[config.mk]
export PLATFORM = sky130hd
export DESIGN_NAME = s2p_conv_1x4
export DESIGN_NICKNAME = d
export VERILOG_FILES = /design/src/rtl/s2p_conv_1x4.sv
export SDC_FILE = /design/constraint.sdc
export NUM_CORES = 1
export LEC_CHECK = 0
export ABC_CLOCK_PERIOD_IN_PS = 1900
export BUFFER_PORTS_ARGS = -buffer_cell sky130_fd_sc_hd__buf_2
export CORE_AREA = 2 2 39 41
export DETAILED_ROUTE_END_ITERATION = 8
export DIE_AREA = 0 0 41 43
export PLACE_DENSITY = 0.67
export REMOVE_ABC_BUFFERS = 1
export SKIP_CTS_REPAIR_TIMING = 1
export SYNTH_ARGS = -nofsm -noshare
export SYNTH_HDL_FRONTEND = slang
export SYNTH_SLANG_ARGS = --single-unit
[constraint.sdc]
create_clock -name iclk -period 1.9 [get_ports iclk]
set_input_delay 0.19 -clock iclk [delete_from_list [all_inputs] [get_ports iclk]]
set_output_delay 0.19 -clock iclk [all_outputs]
set_load 0.03 [all_outputs]
[src/rtl/s2p_conv_1x4.sv]
// Serial-to-nibble converter: 1-bit ready/valid stream in, 4-bit nibbles with sop tag out.
// Define S2P_FIFO_EN for a FIFO_DEPTH-entry output FIFO; the default build uses a single output register.
module s2p_conv_1x4 #(
  parameter int FIFO_DEPTH = 4
) (
  input  logic       iclk,
  input  logic       irst,
  input  logic       idat,
  input  logic       ival,
  input  logic       isop,
  output logic       oreq,
  input  logic       ireq,
  output logic [3:0] odat,
  output logic       oval,
  output logic       osop,
  output logic       oerr
);

  typedef struct packed {
    logic       sop;
    logic [3:0] dat;
  } ent_t;

  if (FIFO_DEPTH < 2 || (FIFO_DEPTH & (FIFO_DEPTH - 1)) != 0) begin : g_bad_depth
    $error("s2p_conv_1x4: FIFO_DEPTH must be a power of 2 and at least 2");
  end

  logic [2:0] sh_q, sh_d;
  logic [1:0] cnt_q, cnt_d;
  logic       sop_q, sop_d;
  logic       oerr_q, oerr_d;
  logic       acc, push, pop, full;
  ent_t       push_ent;

  assign acc  = ival & oreq;
  assign pop  = oval & ireq;
  // Only the completing bit waits for room; bits 0..2 keep flowing while the output is full.
  assign oreq = ~(full & (cnt_q == 2'd3));

  always_comb begin
    sh_d     = sh_q;
    cnt_d    = cnt_q;
    sop_d    = sop_q;
    oerr_d   = 1'b0;
    push     = 1'b0;
    push_ent = ent_t'({sop_q, sh_q, idat});
    if (acc) begin
      sh_d = {sh_q[1:0], idat};
      if (isop) begin
        cnt_d  = 2'd1;
        sop_d  = 1'b1;
        oerr_d = (cnt_q != 2'd0);
      end else begin
        cnt_d = cnt_q + 2'd1;
        if (cnt_q == 2'd3) begin
          push  = 1'b1;
          sop_d = 1'b0;
        end
      end
    end
  end

  always_ff @(posedge iclk or negedge irst) begin
    if (!irst) begin
      sh_q   <= '0;
      cnt_q  <= '0;
      sop_q  <= 1'b0;
      oerr_q <= 1'b0;
    end else begin
      sh_q   <= sh_d;
      cnt_q  <= cnt_d;
      sop_q  <= sop_d;
      oerr_q <= oerr_d;
    end
  end

  assign oerr = oerr_q;

`ifdef S2P_FIFO_EN
  localparam int AW = $clog2(FIFO_DEPTH);

  ent_t          mem_q [FIFO_DEPTH];
  logic [AW-1:0] wp_q, rp_q;
  logic [AW:0]   occ_q;

  assign full = (occ_q == (AW+1)'(FIFO_DEPTH));
  assign oval = (occ_q != '0);

  always_ff @(posedge iclk) begin
    if (push) mem_q[wp_q] <= push_ent;
  end

  always_ff @(posedge iclk or negedge irst) begin
    if (!irst) begin
      wp_q  <= '0;
      rp_q  <= '0;
      occ_q <= '0;
    end else begin
      if (push) wp_q <= wp_q + AW'(1);
      if (pop)  rp_q <= rp_q + AW'(1);
      if (push && !pop)      occ_q <= occ_q + (AW+1)'(1);
      else if (pop && !push) occ_q <= occ_q - (AW+1)'(1);
    end
  end

  assign odat = oval ? mem_q[rp_q].dat : 4'h0;
  assign osop = oval & mem_q[rp_q].sop;
`else
  ent_t ent_q;
  logic val_q;

  assign full = val_q;
  assign oval = val_q;

  always_ff @(posedge iclk or negedge irst) begin
    if (!irst) begin
      ent_q <= '0;
      val_q <= 1'b0;
    end else if (push) begin
      ent_q <= push_ent;
      val_q <= 1'b1;
    end else if (pop) begin
      val_q <= 1'b0;
    end
  end

  assign odat = val_q ? ent_q.dat : 4'h0;
  assign osop = val_q & ent_q.sop;
`endif

endmodule

==> results of run 1 <==
==> cells in the mapped netlist <==
| cell | count | area, um2 |
|---|---|---|
| and2_2 | 5 | 37.5 |
| a21oi_1 | 1 | 5.00 |
| and3b_1 | 1 | 8.76 |
| mux2_2 | 3 | 33.8 |
| and4bb_1 | 1 | 12.5 |
| a21boi_4 | 1 | 18.8 |
| a21o_2 | 1 | 8.76 |
| nand2b_1 | 1 | 6.26 |
| buf_6 | 2 | 22.5 |
| nand2_1 | 1 | 3.75 |
| ha_1 | 2 | 25.0 |
| a311oi_1 | 1 | 8.76 |
| dfrtp_1 | 13 | 325 |
| nor2b_1 | 1 | 6.26 |
| inv_1 | 4 | 15.0 |
| mux2_4 | 5 | 75.1 |
| mux2i_1 | 2 | 20.0 |
==> placed cells by master, fill, tap and decap left out, drive strengths merged <==
cell	n
clkbuf	4
buf	13
and4bb	1
nand2b	1
a21o	1
inv	4
and3b	1
nand2	1
a311oi	1
dfrtp	13
a21boi	1
mux2i	2
nor2b	1
mux2	8
a21oi	1
dlygate4sd3	1
ha	2
and2	5
==> power breakdown <==
group | switching (uW) | internal (uW) | total, uW
clock network | 82.3 | 81.2 | 164
registers | 56.6 | 366 | 423
logic | 111 | 144 | 255
total | 250 | 591 | 841
==> cell families (layout without fill, tap and decap cells) <==
family          Yosys count  in the layout  share of synthesized area
fa+ha+maj                 2              2                     0.0395
buf+inv                   6             22                     0.0593
compound gates            4              4                     0.0652
flops                    13             13                      0.514
mux                      10             10                      0.204
simple gates             10             10                      0.119
==> routing by layer <==
layer | vias to the layer above | part of all wire | GRT usage
li1 | 181 | - | -
met1 | 171 | 0.49 | 0.168
met2 | 8 | 0.46 | 0.184
met3 | 0 | 0.053 | 0.0314
met4 | 0 | 0 | 0.100
met5 | - | 0 | 0
==> flip-flops by register name (all words and copies together), names as in the netlist <==
name	flops
oval	1
ent_q	5
oerr	1
sh_q	3
sop_q	1
cnt_q	2
==> per-stage QoR <==
| step | setup slack, ns | total power (uW) |
|---|---|---|
| final | 0.378 | 841 |
| after global routing | 0.275 | 911 |
| after global placement | 0.411 | 681 |
| after floorplan | 0.373 | 623 |
| after detailed placement | 0.375 | 686 |
| after CTS | 0.362 | 858 |
==> area by class of cell <==
type                       instances  area share
sequential                        13       0.444
multi-input combinational         26       0.369
timing repair buffer              14       0.103
clock buffer                       4      0.0359
tap                               16      0.0274
inverter                           4      0.0205
==> worst paths after layout <==
check | from | to | slack, ns | depth (start not counted)
max in group asynchronous | irst | cnt_q[0]$_DFFE_PN0P_ | 1.37 | 2
worst min-delay path | idat | ent_q[0]$_DFFE_PN0P_ | 0.16 | 2
min in group asynchronous | irst | ent_q[3]$_DFFE_PN0P_ | 0.32 | 2
worst min register to register | ent_q[3]$_DFFE_PN0P_ | ent_q[3]$_DFFE_PN0P_ | 0.51 | 1
worst max-delay path | cnt_q[0]$_DFFE_PN0P_ | ent_q[1]$_DFFE_PN0P_ | 0.38 | 3
worst max register to register | cnt_q[0]$_DFFE_PN0P_ | ent_q[1]$_DFFE_PN0P_ | 0.38 | 3
==> summary.txt, run 1 <==
Detailed routing
  – Pre-antenna DRT Iters: 2
  – Wirelength, routed: ~900 um
  – Residual DRC: 0
  – ANT nets after route: 0
  – Avg WL per Cell: 11.4 um
  – DRT iter0 DRCs: 2
  – Routed vias/inst: about 4.7
  – Vias after detailed routing: 360

Cells and area
  – Multi-input logic area: 270 um2
  – Filler cells: 130
  – Final #Nets: 70
  – Ant diodes: 0
  – Share of layout cells above drive strength 1: 0.508
  – Final Util: 0.529
  – Design area: ~730 um2
  – Fin cells: 77
  – Area grow syn2layout: 15.6%
  – Reg area: roughly 330 um2

Synthesis
  – Synth warn: 0
  – Synth unique cells: 17
  – Cell Area, Synth: approximately 630 um2
  – #FFs+latches synth: 13
  – Sequential fraction of the synthesis area: 0.514
  – Average cell area after synthesis: ~14 um2
  – Mapped Cells: 45

Placement
  – Inst Count DP: 72
  – GP Congestion: ~0.65
  – Buffers on Ports: 13
  – Cell Area, Placed: 696 um2

Setup path
  – Crit-path slowest cell: and4bb_1
  – Top Family by Delay on Critical Path: simple AND/OR/NAND/NOR gates
  – CP endpoint kind: flip-flop
  – CP arrival: roughly 1.7 ns
  – Bufs and invs on worst path: 0
  – Startpoint class of the critical path: flip-flop
  – CP Cell Sequence: ha_1 > and4bb_1 > mux2_4
  – Setup CP Type: reg2reg
  – Crit path max fanout: 7
  – CP max stage delay: around 0.45 ns
  – Worst EP required: approximately 2.1 ns

Clocking
  – Clock Latency Late Sink: approximately 0.27 ns
  – H-tree Lvls: 1
  – Root Driver: clkbuf_4
  – Clock-pin slew on the worst setup and hold paths: roughly 0.070 ns
  – Max clock buf depth: 2
  – TritonCTS Buffers: 3
  – CTS tree: built
  – CTS sink count: 13

Min path
  – Worst Hold Class: in2reg

STA
  – Worst Max-Slew Pin Slew: 0.367 ns
  – Max Fclk: 657 MHz
  – Final setup viols: 0
  – Sum Neg Setup Slack: 0 ns
  – Hold Fails Final Rpt: 0
  – RSZ-0062 raised after global routing: false
  – Final Cycle Share: 0.801
  – Worst Skew: around 0.00026 ns
  – Max Slew Vio Count: 0
  – Min cycle time layout: approximately 1.5 ns
  – Fin Hold WS: around 0.16 ns
  – Slew HR: 0.756

Floorplanning
  – Die Wd: 41 um
  – Die height: roughly 43 um
  – Ports: 14
  – Site row count: 14
  – Initial Util: 0.458
  – CORE AREA: about 1400 um2
  – Die ar.: 1760 um2

Flow run
  – Max Cap Violations: 0

Power and ir drop
  – Max VDD drop: a little under 0.5 mV
  – Pwr Density: between 1000 and 1500 nW/um2
  – Static leakage: ~0.00039 uW

Global route
  – Initial antenna violation count: 0
  – GR Overflow Total: 0
  – GRT Overall Usage: 0.132
  – First-pass GRT wire length: 1540 um
  – Vias in the first global route: 367
  – Largest net degree at the start of global routing: 14

Run status
  – Outcome: finished, final reports clean
(Power assumes the default switching activity.)
==> run 2, diff against run 1 <==
ABC_CLOCK_PERIOD_IN_PS = 1500   (was 1900)
clock period = 1.5 ns   (was 1.9 ns; I/O delays follow)
==> summary.txt, run 2 (same netlist as run 1, synthesis figures left out) <==
STA
  – Setup WS post-layout: 0.0847 ns (-0.293 ns)
  – Final setup viols: 0 (unchanged)
  – Hold Fails Final Rpt: 0 (unchanged)
  – Min cycle time layout: 1.42 ns (-0.107 ns)
  – Final Cycle Share: 0.944 (+0.142)
  – Worst Skew: 0.00281 ns (+0.00255 ns)
  – Max Slew Vio Count: 0 (unchanged)
  – RSZ-0062 raised after global routing: false
  – Worst Max-Slew Pin Slew: 0.389 ns (+0.0228 ns)
  – Sum Neg Setup Slack: 0 ns (unchanged)
  – Max Fclk: 707 MHz (+7.6%)
  – Slew HR: 0.740 (-0.0152)

Global route
  – GR Overflow Total: 0 (unchanged)
  – Vias in the first global route: 381 (+3.8%)
  – Initial antenna violation count: 0 (unchanged)
  – First-pass GRT wire length: 1590 um (+3.2%)
  – Largest net degree at the start of global routing: 14 (unchanged)
  – GRT Overall Usage: 0.136 (+0.00361)

Cells and area
  – Final #Nets: 73 (+4.3%)
  – Ant diodes: 0 (unchanged)
  – Max reg flops: 5 (unchanged)
  – Share of layout cells above drive strength 1: 0.531 (+0.0231)
  – Commonest cells after routing, fill and taps aside: dfrtp_1, buf_2, and2_2, mux2_4, inv_1
  – Biggest register: ent_q
  – Regs by FF count: ent_q: 5 flops, sh_q: 3 flops, cnt_q: 2 flops
  – Fin cells: 80 (+3.9%)
  – Area grow syn2layout: 19.2%
  – Filler cells: 113 (-13%)

Min path
  – Worst Hold Class: in2reg
  – Hold EP: ent_q[0]$_DFFE_PN0P_
  – Hold Path Cell Cnt: 2 (unchanged)
  – Hold Startpoint: idat

Power and ir drop
  – Pwr Density: 1440 nW/um2 (+26%)
  – Gate power share: 0.324 (+0.021)
  – Clock network power share: 0.192 (-0.002)
  – Cell-internal power: 764 uW (+29%)
  – Tot Pwr: 1090 uW (+29%)
  – Max VDD drop: 0.545 mV (+13%)
  – Seq pwr share: 0.484 (-0.019)
  – Sw power: 324 uW (+30%)
  – Static leakage: 0.000401 uW (+4.0%)
  – Switch share: 0.298 (+0.00109)

Clocking
  – Root Driver: clkbuf_4
  – Clock-pin slew on the worst setup and hold paths: 0.08 ns (about the same)
  – CTS sink count: 13 (unchanged)
  – Clock Latency Late Sink: 0.27 ns (about the same)
  – CTS tree: built
  – Max clock buf depth: 2 (unchanged)
  – TritonCTS Buffers: 3 (unchanged)
  – H-tree Lvls: 1 (unchanged)

Setup path
  – Startpoint class of the critical path: flip-flop
  – CP Cell Sequence: ha_1 > and4bb_1 > mux2_4
  – CP endpoint kind: flip-flop
  – Crit-path slowest cell: and4bb_1
  – Reg2Reg Capture Point: ent_q[4]$_DFFE_PN0P_
  – Setup CP Type: reg2reg
  – Worst EP required: 1.66 ns (-0.40 ns)
  – Worst reg-to-reg path cell count: 3 (unchanged)
  – Crit path max fanout: 7 (unchanged)
  – Reg2Reg Setup Slack: 0.08 ns (-0.29 ns)
  – Bufs and invs on worst path: 0 (unchanged)
  – Reg2Reg Launch Point: cnt_q[0]$_DFFE_PN0P_
  – Top Family by Delay on Critical Path: simple AND/OR/NAND/NOR gates
  – CP max stage delay: 0.44 ns (about the same)
  – CP arrival: 1.57 ns (-0.11 ns)

Detailed routing
  – Wirelength, routed: 898 um (+2.5%)
  – Vias after detailed routing: 367 (+1.9%)
  – Routed vias/inst: 4.59 (-1.9%)
  – Pre-antenna DRT Iters: 2 (unchanged)
  – Avg WL per Cell: 11.2 um (-1.3%)
  – Residual DRC: 0 (unchanged)
  – ANT nets after route: 0 (unchanged)
  – DRT iter0 DRCs: 4 (+2)

Placement
  – Buffers on Ports: 13 (unchanged)
  – GP Congestion: 0.674 (+4.4%)
  – Dpl ws: 0.0872 ns (-0.288 ns)
  – Dpl hpwl: around 700 um
  – Inst Count DP: 75 (+4.2%)

Floorplanning
  – Die Wd: 41 um (unchanged)
  – Die ar.: 1760 um2 (unchanged)
  – Initial Util: 0.458 (unchanged)
  – CORE AREA: 1380 um2 (unchanged)
  – Die height: 43 um (unchanged)
  – Site row count: 14 (unchanged)
  – Ports: 14 (unchanged)

Run status
  – Outcome: finished, final reports clean

Flow run
  – Max Cap Violations: 0 (unchanged)
-- run 2: cell count changes in the layout (fill, tap and decap cells not counted), sizes merged --
cell  delta
buf      +3
-- run 2: power by group through the flow --
| stage | Sequential (uW) | Clock, uW | Combinational, uW |
|---|---|---|---|
| after floorplan | 536 | 0 | 253 |
| after global placement | 532 | 0 | 348 |
| after detailed placement | 535 | 0 | 356 |
| after CTS | 528 | 218 | 357 |
| after global routing | 543 | 242 | 399 |
| final | 527 | 209 | 352 |
-- run 2: metal layers --
metal / track usage / vias to the layer above / part of all wire
met5: 0 / - / 0
met4: 0.0800 / 0 / 0
met3: 0.0314 / 0 / 0.040
met2: 0.169 / 8 / 0.46
met1: 0.208 / 169 / 0.49
li1: - / 190 / -
-- run 2: how the worst max path moves through the flow --
| stage | startpoint | endpoint | cells after the start |
|---|---|---|---|
| 3_3_place_gp | cnt_q[0]$_DFFE_PN0P_ | sh_q[1]$_DFFE_PN0P_ | 4 |
| 6_report | cnt_q[0]$_DFFE_PN0P_ | ent_q[4]$_DFFE_PN0P_ | 3 |
| 2_1_floorplan | oval$_DFFE_PN0P_ | ent_q[0]$_DFFE_PN0P_ | 2 |
| 4_1_cts | cnt_q[0]$_DFFE_PN0P_ | ent_q[4]$_DFFE_PN0P_ | 3 |
| 5_1_grt | cnt_q[0]$_DFFE_PN0P_ | sh_q[0]$_DFFE_PN0P_ | 4 |
| 3_5_place_dp | cnt_q[0]$_DFFE_PN0P_ | ent_q[3]$_DFFE_PN0P_ | 3 |
-- run 2: stage by stage --
step           hold slack (ns)  instance area (um2)  utilization
2_1_floorplan           -0.146                  611            -
3_3_place_gp            0.0487                  718        0.519
3_5_place_dp            0.0505                  718        0.519
4_1_cts                 -0.247                  744        0.538
5_1_grt                  0.115                  754        0.545
6_report                 0.121                  754        0.545
-- run 2: cell type report --
class	instances	area (um2)	share of cell area
flip-flops and latches	13	325	0.431
multi-input cells	26	270	0.358
repair buffers	17	97.6	0.129
clock buffers	4	26.3	0.0348
well taps	16	20.0	0.0265
inverters	4	15.0	0.0199
